--- config.mk ---
export PLATFORM = sky130hd
export DESIGN_NAME = fd_bfloat16_flat
export DESIGN_NICKNAME = d
export VERILOG_FILES = /design/src/rtl/fd_bf16_pkg.sv /design/src/rtl/fd_bfloat16_if.sv /design/src/rtl/fd_mant_div.sv /design/src/rtl/fd_bfloat16.sv /design/src/flat_wrapper.sv
export SDC_FILE = /design/constraint.sdc
export NUM_CORES = 1
export LEC_CHECK = 0
export BUFFER_PORTS_ARGS = -buffer_cell sky130_fd_sc_hd__buf_2
export CORE_ASPECT_RATIO = 1.5
export CORE_MARGIN = 2
export CORE_UTILIZATION = 40
export DETAILED_ROUTE_END_ITERATION = 12
export GPL_ROUTABILITY_DRIVEN = 1
export SLEW_MARGIN = 20
export SYNTH_ARGS = -nofsm -noshare
export SYNTH_HDL_FRONTEND = slang
export SYNTH_SLANG_ARGS = --single-unit
--- constraint.sdc ---
create_clock -name clk -period 8 [get_ports clk]
set_input_delay 0.4 -clock clk [delete_from_list [all_inputs] [get_ports clk]]
set_output_delay 0.4 -clock clk [all_outputs]
set_load 0.1 [all_outputs]
--- src/rtl/fd_bf16_pkg.sv ---
// Shared constants and FSM state type for the iterative bfloat16 divider.
// Field widths come from the bfloat16 format: sign, 8-bit exponent, 7-bit mantissa.
package fd_bf16_pkg;

    localparam int          BF16_BIAS    = 127;
    localparam logic [7:0]  BF16_EXP_MAX = 8'hFF;
    localparam logic [15:0] BF16_QNAN    = 16'h7FC0;
    localparam int          DIV_STEPS    = 9;

    typedef enum logic [1:0] {
        IDLE = 2'd0,
        DIV  = 2'd1,
        NORM = 2'd2,
        DONE = 2'd3
    } state_t;

endpackage

--- src/rtl/fd_bfloat16_if.sv ---
// Operand/result handshake bundle for fd_bfloat16.
// The divider core connects through the slave modport and its driver through the master modport.
interface fd_bfloat16_if;
    logic        in_valid;
    logic        in_ready;
    logic [15:0] num1;
    logic [15:0] num2;
    logic        out_valid;
    logic        out_ready;
    logic [15:0] out;

    modport master (
        output in_valid, num1, num2, out_ready,
        input  in_ready, out_valid, out
    );

    modport slave (
        input  in_valid, num1, num2, out_ready,
        output in_ready, out_valid, out
    );
endinterface

--- src/rtl/fd_mant_div.sv ---
// Restoring mantissa divider: one quotient bit per step, MSB first.
// start loads the remainder with the dividend and latches the divisor for the whole run.
module fd_mant_div (
    input  logic       clk,
    input  logic       rst_n,
    input  logic       start,
    input  logic       step,
    input  logic [7:0] a,
    input  logic [7:0] b,
    output logic [8:0] q
);

    logic [8:0] r_reg;
    logic [8:0] r_next;
    logic [7:0] b_reg;
    logic [8:0] q_reg;
    logic [8:0] q_next;
    logic       ge;
    logic [7:0] diff;

    // After a subtraction the remainder is below the divisor, so it fits in 8 bits before the shift.
    always_comb begin
        ge     = (r_reg >= {1'b0, b_reg});
        diff   = ge ? 8'(r_reg - {1'b0, b_reg}) : r_reg[7:0];
        r_next = {diff, 1'b0};
    end

    assign q_next[0] = ge;

    generate
        for (genvar gi = 1; gi < 9; gi++) begin : g_qshift
            assign q_next[gi] = q_reg[gi-1];
        end
    endgenerate

    always_ff @(posedge clk or negedge rst_n) begin
        if (!rst_n) begin
            r_reg <= '0;
            b_reg <= '0;
            q_reg <= '0;
        end else if (start) begin
            r_reg <= {1'b0, a};
            b_reg <= b;
            q_reg <= '0;
        end else if (step) begin
            r_reg <= r_next;
            q_reg <= q_next;
        end
    end

    assign q = q_reg;

endmodule

--- src/rtl/fd_bfloat16.sv ---
// Iterative bfloat16 divider (num1 / num2) with truncated result and fixed latency.
// Special operands still walk through DIV/NORM so timing never depends on data.
module fd_bfloat16
    import fd_bf16_pkg::*;
(
    input  logic          clk,
    input  logic          rst_n,
    fd_bfloat16_if.slave  bus
);

    state_t      state_reg;
    state_t      state_next;
    logic [3:0]  cnt_reg;
    logic        s_reg;
    logic [7:0]  ex1_reg;
    logic [7:0]  ex2_reg;
    logic [15:0] out_reg;
    logic        start;
    logic        step;
    logic [8:0]  q;
    logic [6:0]  mant;
    logic signed [9:0] e_val;
    logic [15:0] result;

    fd_mant_div u_mant_div (
        .clk   (clk),
        .rst_n (rst_n),
        .start (start),
        .step  (step),
        .a     ({1'b1, bus.num1[6:0]}),
        .b     ({1'b1, bus.num2[6:0]}),
        .q     (q)
    );

    always_comb begin
        state_next = state_reg;
        start      = 1'b0;
        step       = 1'b0;
        case (state_reg)
            IDLE: begin
                if (bus.in_valid) begin
                    start      = 1'b1;
                    state_next = DIV;
                end
            end
            DIV: begin
                step = 1'b1;
                if (cnt_reg == 4'(DIV_STEPS - 1)) state_next = NORM;
            end
            NORM: state_next = DONE;
            DONE: begin
                if (bus.out_ready) state_next = IDLE;
            end
            default: state_next = IDLE;
        endcase
    end

    // A quotient below 1.0 needs one extra left shift, hence the bias minus one.
    always_comb begin
        mant   = q[8] ? q[7:1] : q[6:0];
        e_val  = $signed({2'b00, ex1_reg}) - $signed({2'b00, ex2_reg})
               + (q[8] ? 10'(BF16_BIAS) : 10'(BF16_BIAS - 1));
        if (ex1_reg == BF16_EXP_MAX || ex2_reg == BF16_EXP_MAX)
            result = BF16_QNAN;
        else if (ex1_reg == 8'h00)
            result = {s_reg, 15'h0000};
        else if (ex2_reg == 8'h00)
            result = {s_reg, BF16_EXP_MAX, 7'h00};
        else if (e_val <= 10'sd0)
            result = {s_reg, 15'h0000};
        else if (e_val >= 10'sd255)
            result = {s_reg, BF16_EXP_MAX, 7'h00};
        else
            result = {s_reg, e_val[7:0], mant};
    end

    always_ff @(posedge clk or negedge rst_n) begin
        if (!rst_n) begin
            state_reg <= IDLE;
            cnt_reg   <= '0;
            s_reg     <= 1'b0;
            ex1_reg   <= '0;
            ex2_reg   <= '0;
            out_reg   <= '0;
        end else begin
            state_reg <= state_next;
            if (start) begin
                cnt_reg <= '0;
                s_reg   <= bus.num1[15] ^ bus.num2[15];
                ex1_reg <= bus.num1[14:7];
                ex2_reg <= bus.num2[14:7];
            end else if (step) begin
                cnt_reg <= cnt_reg + 4'd1;
            end
            if (state_reg == NORM) out_reg <= result;
        end
    end

    assign bus.in_ready  = (state_reg == IDLE);
    assign bus.out_valid = (state_reg == DONE);
    assign bus.out       = out_reg;

endmodule

--- src/flat_wrapper.sv ---
// flat-port wrapper written by rule: the top's interface ports become plain ports
module fd_bfloat16_flat import fd_bf16_pkg::*;
  (clk, rst_n, bus_in_valid, bus_num1, bus_num2, bus_out_ready, bus_in_ready, bus_out_valid, bus_out);
  fd_bfloat16_if bus_i ();
  input  logic clk;
  input  logic rst_n;
  input wire logic [$bits(bus_i.in_valid)-1:0] bus_in_valid;
  input wire logic [$bits(bus_i.num1)-1:0] bus_num1;
  input wire logic [$bits(bus_i.num2)-1:0] bus_num2;
  input wire logic [$bits(bus_i.out_ready)-1:0] bus_out_ready;
  output wire logic [$bits(bus_i.in_ready)-1:0] bus_in_ready;
  output wire logic [$bits(bus_i.out_valid)-1:0] bus_out_valid;
  output wire logic [$bits(bus_i.out)-1:0] bus_out;
  assign bus_i.in_valid = bus_in_valid;
  assign bus_i.num1 = bus_num1;
  assign bus_i.num2 = bus_num2;
  assign bus_i.out_ready = bus_out_ready;
  assign bus_in_ready = bus_i.in_ready;
  assign bus_out_valid = bus_i.out_valid;
  assign bus_out = bus_i.out;
  fd_bfloat16 u_core (.clk(clk), .rst_n(rst_n), .bus(bus_i));
endmodule
==> results by group, run 1 <==
Final layout
  – Ratio of cells with drive above 1 in the final layout: 18.2%
  – Nets: 574
  – Max FFs per register: 16
  – Most frequent cells in the layout: 65 x nand2_1, 65 x dfrtp_1, 53 x buf_2, 40 x inv_1, 40 x o21ai_0
  – Antenna cell count: 0
  – Area of the multi-input gates: 0.00234 mm2
  – FF/Latch Area: 0.00163 mm2
  – Finished Layout Cells: 660
  – P&R area growth vs syn: 15.8%
  – Fillcell total: 1029

Floorplanning
  – Die X-Extent: 87.9 um
  – DIE AREA: 0.0114 mm2
  – Initial core utilization: ~41%
  – Core Rows: 46
  – I/O pins: 54
  – Die Height: 130 um
  – Core ar.: between 0.01 and 0.015 mm2

Yosys
  – Sequential share of the synthesized area: 38.5%
  – Share of the synthesized area in the top cell type: 38.5%
  – EDFF count, synth: 0
  – Cell taking the most area after synthesis: dfrtp_1
  – Post-synthesis register bit count: 65
  – Mapped Avg Cell Area: 9.04 um2
  – YS warnings: 0
  – Synth area leaders: dfrtp_1 39%, ha_1 7.1%, nand2_1 5.8%
  – Async S/R FF share, synth: 100%
  – Library cells used by synthesis: 68
  – Syn nets: about 530
  – Synth Cell Area: approximately 0.0042 mm2
  – Cells after synthesis: 467
  – Ys flop type: dfrtp_1

Clock tree
  – CTS tree: done
  – H-tree levels: 3
  – Post-CTS sizing: 0
  – Clk Latency, worst-skew pair: 0.33 ns
  – Clk slew on worst S/H paths: roughly 0.05 ns
  – Cts bufs inserted: 9
  – Post-CTS Setup Bufs: 0
  – Clock root buffer: clkbuf_16
  – CTS Hold Bufs: 0
  – Max Root-Sink Buffers: 2
  – Number of clock sinks: 65

Timing
  – Final Critical Period: 3.39 ns
  – Fin. Hold Viols: 0
  – Fin crit share: 42.4%
  – Worst Tran Pin Value: 1.02 ns
  – Setup_tns: 0 ns
  – Rel. slew slack: 31.7%
  – Pins Over Slew Limit: 0
  – Max Clock Skew: 0.00524 ns
  – Setup violations, final: 0
  – Highest Clock Rate: 295 MHz
  – Final hold slack: 0.248 ns
  – RSZ-0062 raised after global routing: no
  – PnR worst setup slack: approximately 4.6 ns

Critical path
  – CP arrival: 3.57 ns
  – Critical path class: register to register
  – Setup crit start kind: register
  – Setup crit end kind: register
  – Worst Path Max Fanout: 11
  – Worst Path Required: 8.18 ns

GRT
  – GR Overflow Total: 0
  – Vias in the first global route: 3672
  – Total track usage: 19.2%
  – Pin count of the biggest net entering global routing: 66
  – Global-route wire length before repair: 16900 um
  – Initial antenna violation count: 0

Drt
  – DR DRC count: 0
  – Final ANT Viol Nets: 0
  – DR vias: between 3000 and 4000
  – DR WL/cell: 15.4 um
  – Post-Route WL: between 10000 and 15000 um
  – 1st-iter DRT viols: 188
  – Via-to-Cell Ratio: 5.40
  – First drt pass iteration count: 5

Placement
  – GPL Wtd Cong: between 0.8 and 0.9
  – Post-DP HPWL: 7450 um
  – Pre-CTS setup slack: 4.64 ns
  – Placed Instances: ~650
  – Port-buffer cells: 53

Hold path
  – Worst hold path type: input pin to async pin

Outcome
  – Status: finished clean

Run
  – Max-cap viol count: 0
==> cell usage after synthesis (all sizes together) (4+ instances only) <==
library cell and n:
o22ai 7, nand2 66, xor2 7, ha 24, nand2b 7, dfrtp 65
o21ai 42, clkbuf 12, o221a 4, xnor2 7, nand3 6, mux2i 23
nor3 11, and3 6, buf 9, a2111oi 4, nand4 9, a21o 5
nor2 34, inv 40, nor4 4, a21oi 20, or3 5
==> cell families after synthesis <==
kind of cell	share of synthesized area, %
adder cells (fa/ha/maj)	8.06
multiplexers	5.99
buffers and inverters	6.04
AO/OA/AOI/OAI	19.9
XOR/XNOR	3.26
AND/OR/NAND/NOR	18.3
flip-flops	38.5
==> through the flow <==
step / util [%] / cell area, um2
floorplan: - / 4220
global placement: 44.0 / 4580
detailed placement: 44.0 / 4580
CTS: 46.9 / 4890
global route: 46.9 / 4890
finish: 46.9 / 4890
==> worst paths after layout <==
| kind | from | endpoint | slack, ns | cells after the start |
|---|---|---|---|---|
| hold reg to reg | u_core.u_mant_div.b_reg[7] | u_core.u_mant_div.b_reg[7] | 0.45 | 2 |
| max in group asynchronous | rst_n | u_core.u_mant_div.b_reg[2] | 7.20 | 2 |
| min in group clk | bus_num1[10] | u_core.ex1_reg[3] | 0.26 | 3 |
| setup reg to reg | u_core.ex2_reg[0] | u_core.bus.out[4] | 4.61 | 11 |
| hold / removal | rst_n | u_core.state_reg[0] | 0.25 | 2 |
| setup / recovery | u_core.ex2_reg[0] | u_core.bus.out[4] | 4.61 | 11 |
==> worst max-delay path, cell delays in order (launching register included) <==
cell,delay (ns)
dfrtp_1,0.41
ha_1,0.22
inv_1,0.07
fa_1,0.28
a21o_1,0.18
a21oi_2,0.08
xnor2_1,0.81
o2111ai_1,0.29
a2111oi_2,0.44
a41oi_2,0.14
nand4b_4,0.23
o22ai_2,0.10
==> area by class of cell <==
| type | instances | share of cell area (%) |
|---|---|---|
| clock buffers | 12 | 5.04 |
| clock inverters | 3 | 1.33 |
| inverters | 40 | 3.07 |
| multi-input cells | 341 | 47.9 |
| flip-flops and latches | 65 | 33.3 |
| well taps | 144 | 3.68 |
| repair buffers | 55 | 5.73 |
==> layer usage <==
metal	routed length [um]	part of all wire (%)	global-route usage, %
met1	3940	39	20.5
met2	5470	54	34.5
met3	285	2.8	3.54
met4	469	4.6	11.0
met5	0	0	0
Power of run 1 is left out: the tool's default activity adds up to more than one toggle a clock period on the data nets, which glitch-free logic cannot reach.
==> run 2, diff against run 1 <==
- ABC_AREA: default -> 1
- clock period: 8 -> 3 ns (I/O delays scaled with it)
==> run 2 against run 1 <==
Against the previous run:
- critical path depth grew 7
- sequential share of layout area shrank 0.20 points
- worst setup slack lost 4.4 ns
- hold slack lost 0.24 ns
- utilization grew 1.9 points
- global-route usage is essentially flat
- flip-flop and latch count is the same
- wire length shrank 3.3%
- cell area grew 0.69%
- fmax grew 20%
- register-to-register slack lost 4.4 ns
- first-iteration DRC count shrank 27%
- critical endpoint is now u_core.bus.out[3]
==> results by group, run 2 <==
Final layout
  – Antenna cell count: 0
  – Commonest non-fill, non-tap cell in the layout: nand2_1
  – Final core occ: approximately 49%
  – Max FFs per register: 16
  – Nets: 667
  – Area of the multi-input gates: roughly 0.0022 mm2
  – Fillcell total: 1012
  – Design Area, Final: between 0.004 and 0.005 mm2
  – P&R area growth vs syn: 19.0%
  – FF/Latch Area: 0.00163 mm2
  – Ratio of cells with drive above 1 in the final layout: roughly 22%
  – Most frequent cells in the layout: 161 x nand2_1, 67 x inv_1, 64 x dfrtp_1, 53 x buf_2, 40 x o21ai_0

Clock tree
  – Number of clock sinks: 65
  – H-tree levels: 3
  – Max Root-Sink Buffers: 2
  – Clk Latency, worst-skew pair: 0.34 ns
  – Clock root buffer: clkbuf_16
  – Clk slew on worst S/H paths: 0.06 ns
  – CTS tree: done
  – Cts bufs inserted: 9

Floorplanning
  – DIE AREA: 0.0112 mm2
  – I/O pins: 54
  – Die X-Extent: 87.1 um
  – Die Height: 129 um
  – Core ar.: 0.0101 mm2
  – Initial core utilization: 41.1%
  – Core Rows: 45

Timing
  – Worst Tran Pin Value: 0.619 ns
  – Fin. Hold Viols: 0
  – Setup violations, final: 0
  – RSZ-0062 raised after global routing: yes
  – Max Clock Skew: approximately 0.006 ns
  – Fin crit share: between 90% and 100%
  – Highest Clock Rate: 353 MHz
  – Final Critical Period: 2.83 ns
  – Pins Over Slew Limit: 0
  – Rel. slew slack: between 50% and 60%

Critical path
  – Worst Path Required: 3.22 ns
  – Setup crit start kind: register
  – Crit-path max cell delay: 0.58 ns
  – CP cell instances: inv_2 > ha_4 > inv_4 > fa_2 > inv_2 > ha_4 > or2_4 > nor2_2 > nand3_1 > nor2_1 > nand2_1 > nor2_1 > nand2_1 > nand2_2 > nand2_4 > buf_4 > o2111ai_1 > o21ai_1
  – CP arrival: 3.05 ns
  – CP bufs+invs: 4
  – CP max-delay cell: fa_2
  – Crit-path leading delay family: adder cells
  – Worst Path Max Fanout: 6
  – Critical path class: register to register
  – Setup crit end kind: register

Placement
  – Post-DP HPWL: 7410 um
  – GPL Wtd Cong: approximately 0.85
  – Port-buffer cells: 53
  – Placed Area: approximately 0.0045 mm2

Yosys
  – EDFF count, synth: 0
  – Synth area leaders: dfrtp_1 39%, nand2_1 15%, ha_1 7.3%
  – Cells after synthesis: 543
  – Post-synth top cells: 165 x nand2_1, 70 x inv_1, 65 x dfrtp_1
  – Library cells used by synthesis: 39
  – YS warnings: 0
  – Syn nets: 605
  – Sequential share of the synthesized area: 39.3%
  – Cell taking the most area after synthesis: dfrtp_1
  – Top-count cell post-synth: nand2_1
  – Ys flop type: dfrtp_1
  – Mapped Avg Cell Area: 7.62 um2
  – Post-synthesis register bit count: 65
  – Synth Cell Area: 0.00414 mm2
  – Share of the synthesized area in the top cell type: 39.3%
  – Async S/R FF share, synth: 100%

Drt
  – Final ANT Viol Nets: 0
  – First drt pass iteration count: 4
  – Via-to-Cell Ratio: 5.13
  – 1st-iter DRT viols: 138
  – DR vias: ~3700
  – Post-Route WL: approximately 10000 um
  – DR DRC count: 0
  – DR WL/cell: around 14 um

GRT
  – GR Overflow Total: 0
  – Total track usage: 19.1%
  – Pin count of the biggest net entering global routing: 44
  – Vias in the first global route: 3804
  – Initial antenna violation count: 0
  – Global-route wire length before repair: ~17000 um

Outcome
  – Status: finished clean

Run
  – Max-cap viol count: 0

Hold path
  – Worst hold path type: input pin to register
run 2: cell types whose count changed in the layout (fill, tap and decap cells not counted), sizes merged, moves of 7 or more:
cell / previous run / this run
nand2: 66 / 183
nor3: 11 / 2
inv: 40 / 73
nand3: 6 / 24
buf: 55 / 63
nand2b: 7 / 0
mux2i: 23 / 0
run 2: per-layer routing:
| layer | GRT usage (%) | up-vias | share of wire [%] |
|---|---|---|---|
| met1 | 20.6 | 1773 | 39 |
| li1 | - | 1881 | - |
| met5 | 0 | - | 0 |
| met2 | 34.6 | 51 | 55 |
| met4 | 10.5 | 0 | 3.4 |
| met3 | 3.46 | 21 | 3.1 |
run 2: stage by stage:
stage	setup TNS, ns	std cells	worst slack, ns	hold slack, ns
final	0	727	0.169	0.00795
after global routing	-0.0185	727	-0.0109	0.0154
after CTS	0	723	0.0279	0.00533
after detailed placement	-0.0214	706	-0.00769	0.199
after global placement	0	706	0.0595	0.197
after floorplan	0	543	0.213	-0.146
run 2: kinds of logic (layout without fill, tap and decap cells):
group,count (synthesis),count (layout),synth area share [%]
simple gates,263,265,28.7
compound gates,94,94,13.5
buf+inv,89,154,8.92
flops,65,65,39.3
fa+ha+maj,26,26,8.22
xor+xnor,6,6,1.27
run 2: timing repair:
item / in CTS / in global routing
pin swaps: 0 / 14
resized for setup: 1 / 21
hold buffers: 1 / 0
gates cloned: 0 / 2
endpoints found under the hold margin: 25 / 0
endpoints found under the setup margin: 7 / 16
setup buffers: 0 / 2
run 2: final timing paths:
path / from / endpoint / slack (ns) / cells after the start
worst max register to register: u_core.ex1_reg[0] / u_core.bus.out[3] / 0.17 / 18
worst min register to register: u_core.u_mant_div.b_reg[7] / u_core.u_mant_div.b_reg[7] / 0.46 / 2
max in group asynchronous: rst_n / u_core.ex2_reg[0] / 1.87 / 3
worst max-delay path: u_core.ex1_reg[0] / u_core.bus.out[3] / 0.17 / 18
min in group asynchronous: rst_n / u_core.u_mant_div.q[2] / 0.36 / 2
worst min-delay path: bus_num1[13] / u_core.ex1_reg[6] / 0.008 / 3
run 2: area by class of cell:
class                           count  share of cell area (%)
Tap cell                          117                    2.97
Sequential cell                    65                    33.1
Clock inverter                      7                    1.45
Timing Repair Buffer               64                    7.11
Inverter                           74                    5.69
Clock buffer                        9                    4.57
Multi-Input combinational cell    391                    45.1
run 2: worst min-delay path: stages:
cell and delay (ns):
buf_2 0.08, nand2_1 0.04, nand2_1 0.04
Power of run 2 is left out for the same reason.
